[src/rtl/interrupt_sequencer_if.sv]
// interrupt_sequencer_if: boundary/pin inputs and datapath step strobes of the interrupt sequencer.
interface interrupt_sequencer_if;
   logic        nmi_n;
   logic        irq_n;
   logic        i_flag;
   logic        brk_req;
   logic        fetch_ready;
   logic        rdy;
   logic        int_busy;
   logic        push_pch;
   logic        push_pcl;
   logic        push_p;
   logic        push_we;
   logic        sp_dec;
   logic        b_push;
   logic        vec_lo_rd;
   logic        vec_hi_rd;
   logic [15:0] vec_addr;
   logic        set_i;
   logic        int_done;

   modport master (
      output nmi_n, irq_n, i_flag, brk_req, fetch_ready, rdy,
      input  int_busy, push_pch, push_pcl, push_p, push_we, sp_dec, b_push,
             vec_lo_rd, vec_hi_rd, vec_addr, set_i, int_done
   );

   modport slave (
      input  nmi_n, irq_n, i_flag, brk_req, fetch_ready, rdy,
      output int_busy, push_pch, push_pcl, push_p, push_we, sp_dec, b_push,
             vec_lo_rd, vec_hi_rd, vec_addr, set_i, int_done
   );
endinterface

[src/rtl/interrupt_sequencer.sv]
// interrupt_sequencer: 6502 RESET/NMI/BRK/IRQ entry - pushes PC and P, fetches the vector, sets I.
module interrupt_sequencer (
   input logic                  ph2,
   input logic                  reset,
   interrupt_sequencer_if.slave bus
);
   typedef enum logic [2:0] {IDLE, PUSH_PCH, PUSH_PCL, PUSH_P, VEC_LO, VEC_HI} state_t;
   typedef enum logic [1:0] {SRC_RST, SRC_NMI, SRC_BRK, SRC_IRQ} src_t;

   state_t      r_state, w_state_nxt;
   src_t        r_src, w_src_nxt;
   logic [15:0] r_vec, w_vec_nxt;
   logic        r_nmi_q, r_nmi_pend, r_rst_pend;
   logic        w_nmi_edge, w_nmi_clr, w_start, w_push;

   assign w_nmi_edge = r_nmi_q & ~bus.nmi_n;

   always_ff @(posedge ph2) begin
      if (!reset) begin
         r_state    <= IDLE;
         r_src      <= SRC_RST;
         r_vec      <= 16'h0000;
         r_nmi_q    <= 1'b1;
         r_nmi_pend <= 1'b0;
         r_rst_pend <= 1'b1;
      end else begin
         r_state    <= w_state_nxt;
         r_src      <= w_src_nxt;
         r_vec      <= w_vec_nxt;
         r_nmi_q    <= bus.nmi_n;
         r_nmi_pend <= w_nmi_edge | (r_nmi_pend & ~w_nmi_clr);
         r_rst_pend <= r_rst_pend & ~w_start;
      end
   end

   // A fresh NMI edge in the clearing cycle wins over the clear above.
   always_comb begin
      w_state_nxt = r_state;
      w_src_nxt   = r_src;
      w_vec_nxt   = r_vec;
      w_start     = 1'b0;
      w_nmi_clr   = 1'b0;
      if (bus.rdy) begin
         case (r_state)
            IDLE: begin
               w_start     = r_rst_pend | (bus.fetch_ready &
                             (r_nmi_pend | bus.brk_req | (~bus.irq_n & ~bus.i_flag)));
               w_src_nxt   = !w_start ? r_src : r_rst_pend ? SRC_RST : r_nmi_pend ? SRC_NMI :
                             bus.brk_req ? SRC_BRK : SRC_IRQ;
               w_state_nxt = w_start ? PUSH_PCH : IDLE;
            end
            PUSH_PCH: w_state_nxt = PUSH_PCL;
            PUSH_PCL: w_state_nxt = PUSH_P;
            PUSH_P: begin
               w_state_nxt = VEC_LO;
               w_vec_nxt   = r_src == SRC_RST ? 16'hFFFC :
                             (r_src == SRC_NMI || r_nmi_pend) ? 16'hFFFA : 16'hFFFE;
               w_nmi_clr   = w_vec_nxt == 16'hFFFA;
            end
            VEC_LO:  w_state_nxt = VEC_HI;
            default: w_state_nxt = IDLE;
         endcase
      end
   end

   assign w_push        = r_state inside {PUSH_PCH, PUSH_PCL, PUSH_P};
   assign bus.int_busy  = r_state != IDLE;
   assign bus.push_pch  = r_state == PUSH_PCH;
   assign bus.push_pcl  = r_state == PUSH_PCL;
   assign bus.push_p    = r_state == PUSH_P;
   assign bus.sp_dec    = w_push;
   assign bus.push_we   = w_push & (r_src != SRC_RST);
   assign bus.b_push    = (r_state == PUSH_P) & (r_src == SRC_BRK);
   assign bus.vec_lo_rd = r_state == VEC_LO;
   assign bus.vec_hi_rd = r_state == VEC_HI;
   assign bus.set_i     = r_state == VEC_LO;
   assign bus.int_done  = r_state == VEC_HI;
   assign bus.vec_addr  = r_state == VEC_LO ? r_vec :
                          r_state == VEC_HI ? r_vec + 16'd1 : 16'h0000;
endmodule
[src/flat_wrapper.sv]
// flat-port wrapper written by rule: the top's interface ports become plain ports
module interrupt_sequencer_flat 
  (ph2, reset, bus_nmi_n, bus_irq_n, bus_i_flag, bus_brk_req, bus_fetch_ready, bus_rdy, bus_int_busy, bus_push_pch, bus_push_pcl, bus_push_p, bus_push_we, bus_sp_dec, bus_b_push, bus_vec_lo_rd, bus_vec_hi_rd, bus_vec_addr, bus_set_i, bus_int_done);
  interrupt_sequencer_if bus_i ();
  input logic ph2;
  input logic reset;
  input wire logic [$bits(bus_i.nmi_n)-1:0] bus_nmi_n;
  input wire logic [$bits(bus_i.irq_n)-1:0] bus_irq_n;
  input wire logic [$bits(bus_i.i_flag)-1:0] bus_i_flag;
  input wire logic [$bits(bus_i.brk_req)-1:0] bus_brk_req;
  input wire logic [$bits(bus_i.fetch_ready)-1:0] bus_fetch_ready;
  input wire logic [$bits(bus_i.rdy)-1:0] bus_rdy;
  output wire logic [$bits(bus_i.int_busy)-1:0] bus_int_busy;
  output wire logic [$bits(bus_i.push_pch)-1:0] bus_push_pch;
  output wire logic [$bits(bus_i.push_pcl)-1:0] bus_push_pcl;
  output wire logic [$bits(bus_i.push_p)-1:0] bus_push_p;
  output wire logic [$bits(bus_i.push_we)-1:0] bus_push_we;
  output wire logic [$bits(bus_i.sp_dec)-1:0] bus_sp_dec;
  output wire logic [$bits(bus_i.b_push)-1:0] bus_b_push;
  output wire logic [$bits(bus_i.vec_lo_rd)-1:0] bus_vec_lo_rd;
  output wire logic [$bits(bus_i.vec_hi_rd)-1:0] bus_vec_hi_rd;
  output wire logic [$bits(bus_i.vec_addr)-1:0] bus_vec_addr;
  output wire logic [$bits(bus_i.set_i)-1:0] bus_set_i;
  output wire logic [$bits(bus_i.int_done)-1:0] bus_int_done;
  assign bus_i.nmi_n = bus_nmi_n;
  assign bus_i.irq_n = bus_irq_n;
  assign bus_i.i_flag = bus_i_flag;
  assign bus_i.brk_req = bus_brk_req;
  assign bus_i.fetch_ready = bus_fetch_ready;
  assign bus_i.rdy = bus_rdy;
  assign bus_int_busy = bus_i.int_busy;
  assign bus_push_pch = bus_i.push_pch;
  assign bus_push_pcl = bus_i.push_pcl;
  assign bus_push_p = bus_i.push_p;
  assign bus_push_we = bus_i.push_we;
  assign bus_sp_dec = bus_i.sp_dec;
  assign bus_b_push = bus_i.b_push;
  assign bus_vec_lo_rd = bus_i.vec_lo_rd;
  assign bus_vec_hi_rd = bus_i.vec_hi_rd;
  assign bus_vec_addr = bus_i.vec_addr;
  assign bus_set_i = bus_i.set_i;
  assign bus_int_done = bus_i.int_done;
  interrupt_sequencer u_core (.ph2(ph2), .reset(reset), .bus(bus_i));
endmodule
[config.mk]
export PLATFORM = sky130hd
export DESIGN_NAME = interrupt_sequencer_flat
export DESIGN_NICKNAME = d
export VERILOG_FILES = /design/src/rtl/interrupt_sequencer_if.sv /design/src/rtl/interrupt_sequencer.sv /design/src/flat_wrapper.sv
export SDC_FILE = /design/constraint.sdc
export NUM_CORES = 1
export LEC_CHECK = 0
export CAP_MARGIN = 20
export CORE_MARGIN = 1
export CORE_UTILIZATION = 24
export DETAILED_ROUTE_END_ITERATION = 10
export PLACE_DENSITY = 0.64
export RECOVER_POWER = 50
export SYNTH_ARGS = -nofsm -noshare
export SYNTH_HDL_FRONTEND = slang
export SYNTH_SLANG_ARGS = --single-unit
[constraint.sdc]
create_clock -name ph2 -period 1.3 [get_ports ph2]
set_input_delay 0.26 -clock ph2 [delete_from_list [all_inputs] [get_ports ph2]]
set_output_delay 0.26 -clock ph2 [all_outputs]
set_load 0.01 [all_outputs]
==> flow_summary_export.csv <==
group,metric,value,unit
outcome,status,"finished with violations",
outcome,violations,"negative setup slack",
clock_tree,post-cts-setup-buffers,0,
cells_and_area,layout_commonest_cell,"buf_2",
sta,tightestPinTransition,263,ps
worst_setup_path,critPathKind,"register to output pin",
worst_setup_path,critPathMaxFanout,5,
clock_tree,cts-root-buf,"clkbuf_4",
sta,final-max-slew-violation-count,0,
worst_setup_path,crit_slowest_cell,"dfxtp_4",
clock_tree,cts_tree,"built",
floorplan,core_area,2760,sq um
cells_and_area,final_util,0.401,
sta,finalSetupTns,-3600,ps
logic_synthesis,netlist_area,698,sq um
sta,fin_crit_sh,1.13,
cells_and_area,area_growth_syn_to_layout,58.4,%
floorplan,die-area,3130,sq um
sta,fin_skew,1.23,ps
place,numPortBuffers,34,
worst_setup_path,end_kind,"output pin",
cells_and_area,drive_gt1_frac,0.557,
detailed_routing,first_pass_iters,4,
cells_and_area,num-nets-final,131,
logic_synthesis,synth_top_area_cell,"dfxtp_1",
clock_tree,cts_buffer_depth,2,
logic_synthesis,ys_seq_elements,11,
power,power,865,uW
logic_synthesis,seq_area_frac_synth,0.315,
worst_setup_path,path_cells,"inv_2 -> nor3b_4 -> and3b_1 -> buf_2",
logic_synthesis,synth_top_area_frac,0.315,
place,dp_hpwl,1.28,mm
clock_tree,holdBufCountCts,0,
clock_tree,numClockSinks,11,
logic_synthesis,syn_avg_cell_area,8.21,sq um
job,cap_violations,0,
global_route,grt_pass1_vias,618,
detailed_routing,drcViolationCount,0,
floorplan,start_util,0.253,
clock_tree,clk_pin_slew_worst_paths,70,ps
detailed_routing,drt-total-wl,1.72,mm
worst_setup_path,r2r_setup_slack,-10,ps
sta,fmax,683,MHz
worst_setup_path,cpPeakStageDelay,370,ps
global_route,antenna_found_initial,0,
power,ir_drop,0.416,mV
sta,fin_crit,1460,ps
sta,setup_viol,29,
logic_synthesis,syn_inst,85,
clock_tree,cts-buffers-inserted,3,
clock_tree,clk_latency,270,ps
sta,maxSlewHeadroom,0.825,
sta,grt_setup_unrepaired,"true",
power,p_leak,0.524,nW
worst_hold_path,hold_path_class,"primary input to register",
floorplan,fp.dieH,55.9,um
place,place_congestion,0.749,
floorplan,rows,19,
worst_setup_path,startpoint_type,"register",
detailed_routing,vias_per_cell,4.67,
cells_and_area,fillers,298,
floorplan,io_pins,35,
power,pwr_density_cell,782,nW/um^2
sta,finalWorstSetupSlack,-164,ps
logic_synthesis,ys_warn_count,0,
detailed_routing,drtIter0Drc,15,
cells_and_area,final_cell_mix,"buf_2 (19), buf_6 (11), buf_4 (10), nor2_1 (9), dfxtp_1 (8)",
logic_synthesis,synth.area.top_cells,"dfxtp_1 (32%), buf_4 (15%), and2_1 (5.4%)",
cells_and_area,antenna_cells,0,
detailed_routing,via_count,714,
detailed_routing,final_antenna_net_count,0,
sta,hold_viol,0,
detailed_routing,avgRoutedWirePerCell,11.2,um
logic_synthesis,synth_cell_type_count,32,
global_route,grt_max_degree,10,
global_route,gr-total-overflow,0,
clock_tree,htree_levels,1,
global_route,grt_pass1_wl,2.84,mm
floorplan,die_w,55.9,um
global_route,track_usage,0.115,
worst_setup_path,cp.arrival,1200,ps
worst_setup_path,cp.required,1040,ps
logic_synthesis,synth_fp_nets,93,
## synth_stat cells (all sizes together)
master and count:
dfxtp 11, or3 1, nor3 2, mux2 1
and4b 1, inv 4, o22ai 3, and2b 1
clkbuf 2, nor2b 2, a21oi 4, nor3b 2
a211oi 2, nor2 10, a2111oi 1, o32ai 1
nand3 1, nand2b 2, a21o 1, and2 6
o21a 1, buf 15, and4bb 1, o21ai 4
and3b 1, nand2 5
## critical path, delay by kind of cell (launching register included)
kind          cells  cell delay [ps]
buf+inv           2              180
simple gates      2              390
flops             1              370
## registers in the layout (all words and copies together), names as in the netlist
register,cells
u_core.r_rst_pend,1
u_core.r_state,3
u_core.r_src,2
u_core.r_vec,3
u_core.r_nmi_pend,1
u_core.r_nmi_q,1
## final cells by class
cell class                 count  area, sq um  area share
clock buffer                   4         26.3      0.0238
tap                           31         38.8      0.0351
inverter                       4         15.0      0.0136
multi-input combinational     54          413       0.373
sequential                    11          231       0.209
timing repair buffer          49          382       0.345
## final timing paths
kind	depth (start not counted)	start	to
hold reg to reg	2	u_core.r_vec[1]$_SDFFE_PN0P_	u_core.r_vec[1]$_SDFFE_PN0P_
setup / recovery	4	u_core.r_state[1]$_SDFFE_PN0P_	bus_b_push
setup reg to reg	6	u_core.r_state[0]$_SDFFE_PN0P_	u_core.r_nmi_pend$_SDFF_PN0_
hold / removal	2	bus_rdy	u_core.r_state[0]$_SDFFE_PN0P_
## power breakdown
part / switching [mW] / internal, mW
logic: 0.112 / 0.144
clock network: 0.117 / 0.119
registers: 0.0189 / 0.355
## cells by family after synthesis
group | share of synthesized area
and+or+nand+nor | 0.299
buffers and inverters | 0.201
AOI/OAI and AO/OA | 0.163
DFF | 0.315
muxes | 0.0215
## per-stage QoR
step / instances / hold slack [ps] / setup slack, ps / area [sq um]
after detailed placement: 148 / 461 / -384 / 1080
after global routing: 153 / 298 / -231 / 1110
after global placement: 148 / 456 / -341 / 1080
final: 153 / 282 / -164 / 1110
after CTS: 153 / 470 / -171 / 1070
after floorplan: 85 / 333 / 0.0347 / 718
## routing by layer
metal	wire length, um	up-vias	global-route usage	part of all wire
li1	-	350	-	-
met1	724	327	0.136	0.42
met2	813	32	0.196	0.47
met3	152	5	0.0349	0.089
met4	25	0	0.0418	0.015
met5	0	-	0	0
## timing repair
| item | in CTS | in global routing |
|---|---|---|
| setup endpoints to repair | 31 | 34 |
| resized for setup | 130 | 11 |
| gates cloned | 1 | 0 |
| pin swaps | 6 | 5 |
Power figures use the tool's default switching activity.
==> variant 1: new RTL, same settings <==
Re-encode `src_t` (4 values) as one-hot, 4 bits wide.
--- a/src/rtl/interrupt_sequencer.sv
+++ b/src/rtl/interrupt_sequencer.sv
@@ -5,7 +5,7 @@
    interrupt_sequencer_if.slave bus
 );
    typedef enum logic [2:0] {IDLE, PUSH_PCH, PUSH_PCL, PUSH_P, VEC_LO, VEC_HI} state_t;
-   typedef enum logic [1:0] {SRC_RST, SRC_NMI, SRC_BRK, SRC_IRQ} src_t;
+   typedef enum logic [3:0] {SRC_RST = 4'b0001, SRC_NMI = 4'b0010, SRC_BRK = 4'b0100, SRC_IRQ = 4'b1000} src_t;
 
    state_t      r_state, w_state_nxt;
    src_t        r_src, w_src_nxt;
Formal check against the unedited RTL: same outputs for any inputs over 10 cycles, from zero or initial values and one cycle with reset low; not proved beyond that.
==> variant 1 against the unedited design <==
- the flow still finishes with violations (negative setup slack)
- design area grew 23%
- area after synthesis grew 15%
- sequential share of layout area shrank 1.1 points
- routed wire length grew 28%
- first-iteration DRC count shrank 13%
- setup slack lost 0.14 ns
- utilization grew 3.3 points
- non-clock buffer count grew 15
- power grew 20%
- sequential cell count grew 2
- clock skew is essentially flat
- largest power group unchanged
- synthesized cell count grew 13%
==> variant 1: results (changes against the unedited design) <==
.. list-table::
   :header-rows: 1

   * - Metric
     - Value
   * - Multiplexer share of the synthesized area
     - 3.733% (+1.6 points)
   * - Transition at the pin with the smallest max-transition slack
     - 0.3035 ns (+0.04035 ns)
   * - Maximum number of pins on one net before global-route repair
     - 12 (+2)
   * - Total negative setup slack
     - -6.155 ns (-2.560 ns)
   * - First-pass GRT wire length
     - 3353 um (+18%)
   * - Number of distinct standard cells referenced by the synthesized netlist
     - 34 (+6.3%)
   * - Dpl hpwl
     - 1541 um (+21%)
   * - Maximum fanout count along the critical path
     - 6 (+1)
   * - Post-detailed-route wirelength per cell
     - 11.58 um (+3.3%)
   * - Outcome
     - finished with violations
   * - Filler cells
     - 322 (+8.1%)
   * - Cell leakage power
     - 0.6523 nW (+24%)
   * - Total wire length
     - 2201 um (+28%)
   * - DRT Pass-1 Iters
     - 2 (-2)
   * - Share of layout cells above drive strength 1
     - 54.79% (-0.94 points)
   * - Area after detailed placement
     - 1241 um2 (+15%)
   * - Number of instances in the placed design
     - 177 (+20%)
   * - Number of setup violations in the final report
     - 33 (+14%)
   * - Vias in the first global route
     - 775 (+25%)
   * - Worst vdd ir
     - 290.7 uV (-30%)
   * - Cells taking the most area after synthesis
     - sky130_fd_sc_hd__dfxtp_1, sky130_fd_sc_hd__buf_4, sky130_fd_sc_hd__and2_1, sky130_fd_sc_hd__nand2_1, sky130_fd_sc_hd__mux2i_1
   * - Total Routing Usage GR
     - 12.86% (+1.3 points)
   * - Weighted congestion reported at the end of routability-driven placement
     - 0.7578 (+1.2%)
   * - Post-synth top cells
     - sky130_fd_sc_hd__buf_4, sky130_fd_sc_hd__dfxtp_1, sky130_fd_sc_hd__nand2_1
   * - Signal arrival time at the worst endpoint
     - 1.80 ns (+0.60 ns)
   * - Delay contributed by the slowest stage of the critical path
     - 0.53 ns (+0.16 ns)
   * - Maximum clock skew at final layout
     - 0.001572 ns (+0.0003409 ns)
   * - Violations in the final reports
     - negative setup slack
   * - Nets
     - 155 (+18%)
   * - Compound-gate portion of the synthesized area
     - 18.66% (+2.4 points)
   * - Final critical-path setup slack
     - -0.3018 ns (-0.1382 ns)
   * - Count of routing violations after the opening detailed-route iteration
     - 13 (-2)
   * - Fraction of the yosys area taken by sequential cells
     - 32.35% (+0.81 points)
   * - Worst-path cell with the longest stage delay
     - sky130_fd_sc_hd__or4b_4
   * - Class of the most critical hold timing path
     - reg -> reg
variant 1: metal layers:
metal	GRT usage, %	routed length [um]
met5	0	0
met2	23.33	1150
met3	2.814	123
met4	6.977	36
met1	13.67	891
variant 1: cell type report:
| cell class | count | area share, % |
|---|---|---|
| sequential | 13 | 19.83 |
| inverter | 5 | 1.384 |
| timing repair buffer | 64 | 39.21 |
| tap | 44 | 4.059 |
| clock buffer | 4 | 1.937 |
| multi-input combinational | 60 | 33.58 |
variant 1: stage by stage:
step | total power [mW] | worst slack (ns) | util, %
floorplan | 0.6011 | -0.1933 | -
global placement | 0.7505 | -0.5449 | 39.68
detailed placement | 0.7555 | -0.5873 | 39.68
CTS | 1.022 | -0.3036 | 40.84
global route | 1.095 | -0.3737 | 43.36
finish | 1.038 | -0.3018 | 43.36
variant 1: repair_timing:
action,4_1_cts,5_1_grt
endpoints found under the setup margin,34,35
setup buffers,3,6
pin swaps,14,5
gates resized for setup,138,10
gates cloned,1,0
variant 1: path summary, 6_finish.rpt:
path,startpoint,to,slack [ns],cells after the start
max,u_core.r_state[1],u_core.r_src[2],-0.30,4
min,u_core.r_nmi_q,u_core.r_nmi_pend,0.46,1
max reg2reg,u_core.r_state[1],u_core.r_src[2],-0.30,4
min reg2reg,u_core.r_nmi_q,u_core.r_nmi_pend,0.46,1
variant 1: power by group through the flow:
| stage | logic (mW) | registers, mW | clock network (mW) |
|---|---|---|---|
| after floorplan | 0.152 | 0.449 | 0 |
| after global placement | 0.298 | 0.453 | 0 |
| after detailed placement | 0.302 | 0.454 | 0 |
| after CTS | 0.313 | 0.448 | 0.261 |
| after global routing | 0.369 | 0.452 | 0.274 |
| final | 0.342 | 0.449 | 0.247 |
==> variant 2: new RTL, same settings <==
Without the edit above. Reset style: asynchronous (`reset`), changed in one clocked block.
--- a/src/rtl/interrupt_sequencer.sv
+++ b/src/rtl/interrupt_sequencer.sv
@@ -15,7 +15,7 @@
 
    assign w_nmi_edge = r_nmi_q & ~bus.nmi_n;
 
-   always_ff @(posedge ph2) begin
+   always_ff @(posedge ph2 or negedge reset) begin
       if (!reset) begin
          r_state    <= IDLE;
          r_src      <= SRC_RST;
Behaviour: differs if reset is asserted again (counterexample within 4 cycles, from zero or initial values and one cycle with reset low); with reset held inactive, the same outputs for 10 cycles.
==> variant 2 against the unedited design <==
- the flow finishes with violations (design-rule violations, negative setup slack)
- routed wire length is 7.5% higher
- design area is 13% higher
- area after synthesis is 6.5% higher
- sequential cell count stayed put
- setup slack worse by 0.14 ns
- final cell count is 3.3% higher
- synthesized cell count is 5.9% lower
- critical path type unchanged
Power is not compared: it rests on default switching activity, and its combinational part moved more than twofold at a synthesized area within 25%.
==> variant 2: results (changes against the unedited design) <==
.. list-table::
   :header-rows: 1

   * - Metric
     - Value
   * - Outcome
     - finished with violations
   * - Violations in the final reports
     - design-rule violations, negative setup slack
   * - Transition at the pin with the smallest max-transition slack
     - 0.5993 ns (+0.3362 ns)
   * - Reg2reg start
     - u_core.r_state[2]
   * - Cells taking the most area after synthesis
     - sky130_fd_sc_hd__dfrtp_1, sky130_fd_sc_hd__buf_4, sky130_fd_sc_hd__dfstp_2, sky130_fd_sc_hd__and2_1, sky130_fd_sc_hd__nand2_1
   * - Post-synth top cells
     - sky130_fd_sc_hd__buf_4, sky130_fd_sc_hd__dfrtp_1, sky130_fd_sc_hd__nand2_1
   * - Fraction of the yosys area taken by sequential cells
     - 37.37% (+5.8 points)
   * - Most common flop cell mapped by yosys
     - sky130_fd_sc_hd__dfrtp_1
   * - Total negative setup slack
     - -6.767 ns (-3.171 ns)
   * - Share of layout cells above drive strength 1
     - 55.12% (-0.62 points)
   * - Delay contributed by the slowest stage of the critical path
     - 0.40 ns (+0.03 ns)
   * - Worst slack at placement
     - -0.3903 ns (-0.006161 ns)
   * - Number of setup violations in the final report
     - 30 (+3.4%)
   * - Final critical-path setup slack
     - -0.3071 ns (-0.1435 ns)
   * - Vias in the first global route
     - 654 (+5.8%)
   * - Total Routing Usage GR
     - 11.71% (+0.20 points)
   * - Maximum fanout count along the critical path
     - 7 (+2)
   * - Number of distinct standard cells referenced by the synthesized netlist
     - 33 (+3.1%)
   * - WHS Endpoint
     - u_core.r_nmi_q
   * - Terminus of the critical flop-to-flop path
     - u_core.r_src[1]
   * - Number of cells on the worst hold path
     - 1 (-1)
   * - Detailed-route DRC error count
     - 6 (+6)
   * - Met2 WL post-DR
     - 945 um (+16%)
   * - Setup slack of the worst register-to-register path
     - -0.14 ns (-0.13 ns)
   * - Startpoint of the worst hold path
     - bus_nmi_n
   * - Met3 global-route usage
     - 3.795% (+0.31 points)
   * - DRT Pass-1 Iters
     - 6 (+2)
   * - Cell taking the most area after synthesis
     - sky130_fd_sc_hd__dfrtp_1
   * - Share of flip-flops with an asynchronous set or reset
     - 100.0% (+100 points)
   * - Met2 layer usage reported by global route
     - 21.10% (+1.5 points)
   * - Post-detailed-route via-to-cell ratio
     - 4.468 (-4.2%)
   * - Weighted congestion reported at the end of routability-driven placement
     - 0.7429 (-0.77%)
   * - Maximum number of pins on one net before global-route repair
     - 12 (+2)
   * - Fmax
     - 622.2 MHz (-8.9%)
   * - Nets
     - 136 (+3.8%)
   * - Global-route met1 utilization
     - 12.11% (-1.5 points)
==> variant 2: changes by cell type in the layout (fill, tap and decap cells not counted), moves of 3 or more <==
cell and delta:
sky130_fd_sc_hd__dfrtp_1 +9, sky130_fd_sc_hd__o21ai_1 +5, sky130_fd_sc_hd__dfxtp_4 -3, sky130_fd_sc_hd__buf_2 -6, sky130_fd_sc_hd__buf_4 +5, sky130_fd_sc_hd__nor2_1 -6
sky130_fd_sc_hd__o22ai_1 -3, sky130_fd_sc_hd__buf_6 +12, sky130_fd_sc_hd__dfxtp_1 -8
==> variant 2: worst max-delay path, delay by kind of cell, from the launching register on <==
kind,cells,cell delay (ns)
DFF,1,0.40
and+or+nand+nor,2,0.46
buffers and inverters,2,0.22
==> variant 2: layout make-up <==
class	count	area, um2
fill	280	1602
multi-input combinational	48	379.1
clock buffer	4	26.28
sequential	11	277.8
tap	31	38.79
inverter	5	18.77
timing repair buffer	59	510.5
==> variant 2: logic make-up after synthesis <==
kind of cell,count (synthesis),synth area share (%)
buffers and inverters,22,20.37
XOR/XNOR,1,1.179
AO/OA/AOI/OAI,16,13.97
flip-flops,11,37.37
AND/OR/NAND/NOR,30,27.10
==> variant 2: what timing repair did <==
item                                    in CTS  in global routing
resized for setup                          138                  6
endpoints found under the setup margin      29                 30
buffers inserted                             8                  4
hold endpoints to repair                     0                  0
hold buffers                                 0                  0
pin swaps                                    9                  6
gates cloned                                 1                  0
==> variant 2: power groups by stage <==
| stage | combinational, mW | sequential (mW) | clock [mW] |
|---|---|---|---|
| finish | 1.89 | 0.580 | 0.224 |
| global route | 2.02 | 0.595 | 0.262 |
| CTS | 1.83 | 0.581 | 0.241 |
| detailed placement | 1.58 | 0.572 | 0 |
| global placement | 1.56 | 0.569 | 0 |
| floorplan | 0.929 | 0.576 | 0 |
==> variant 2: worst max path at each step <==
| stage | startpoint | endpoint | slack [ns] | cells after the start |
|---|---|---|---|---|
| 3_5_place_dp | u_core.r_state[1] | bus_vec_addr[15] | -0.39 | 3 |
| 6_report | u_core.r_state[1] | bus_vec_addr[7] | -0.31 | 4 |
| 5_1_grt | u_core.r_state[1] | bus_vec_addr[7] | -0.37 | 4 |
| 4_1_cts | u_core.r_state[2] | bus_vec_addr[5] | -0.34 | 4 |
| 3_3_place_gp | u_core.r_state[1] | bus_vec_addr[10] | -0.35 | 3 |
| 2_1_floorplan | u_core.r_state[1] | bus_vec_addr[10] | -0.04 | 4 |
==> variant 2: per-stage QoR <==
stage	cells	area (um2)	hold WS (ns)	utilization, %
2_1_floorplan	80	758.2	-0.03559	-
3_3_place_gp	145	1122	0.4599	39.34
3_5_place_dp	145	1122	0.4577	39.34
4_1_cts	157	1224	0.2894	42.89
5_1_grt	158	1251	0.4432	43.86
6_report	158	1251	0.4632	43.86
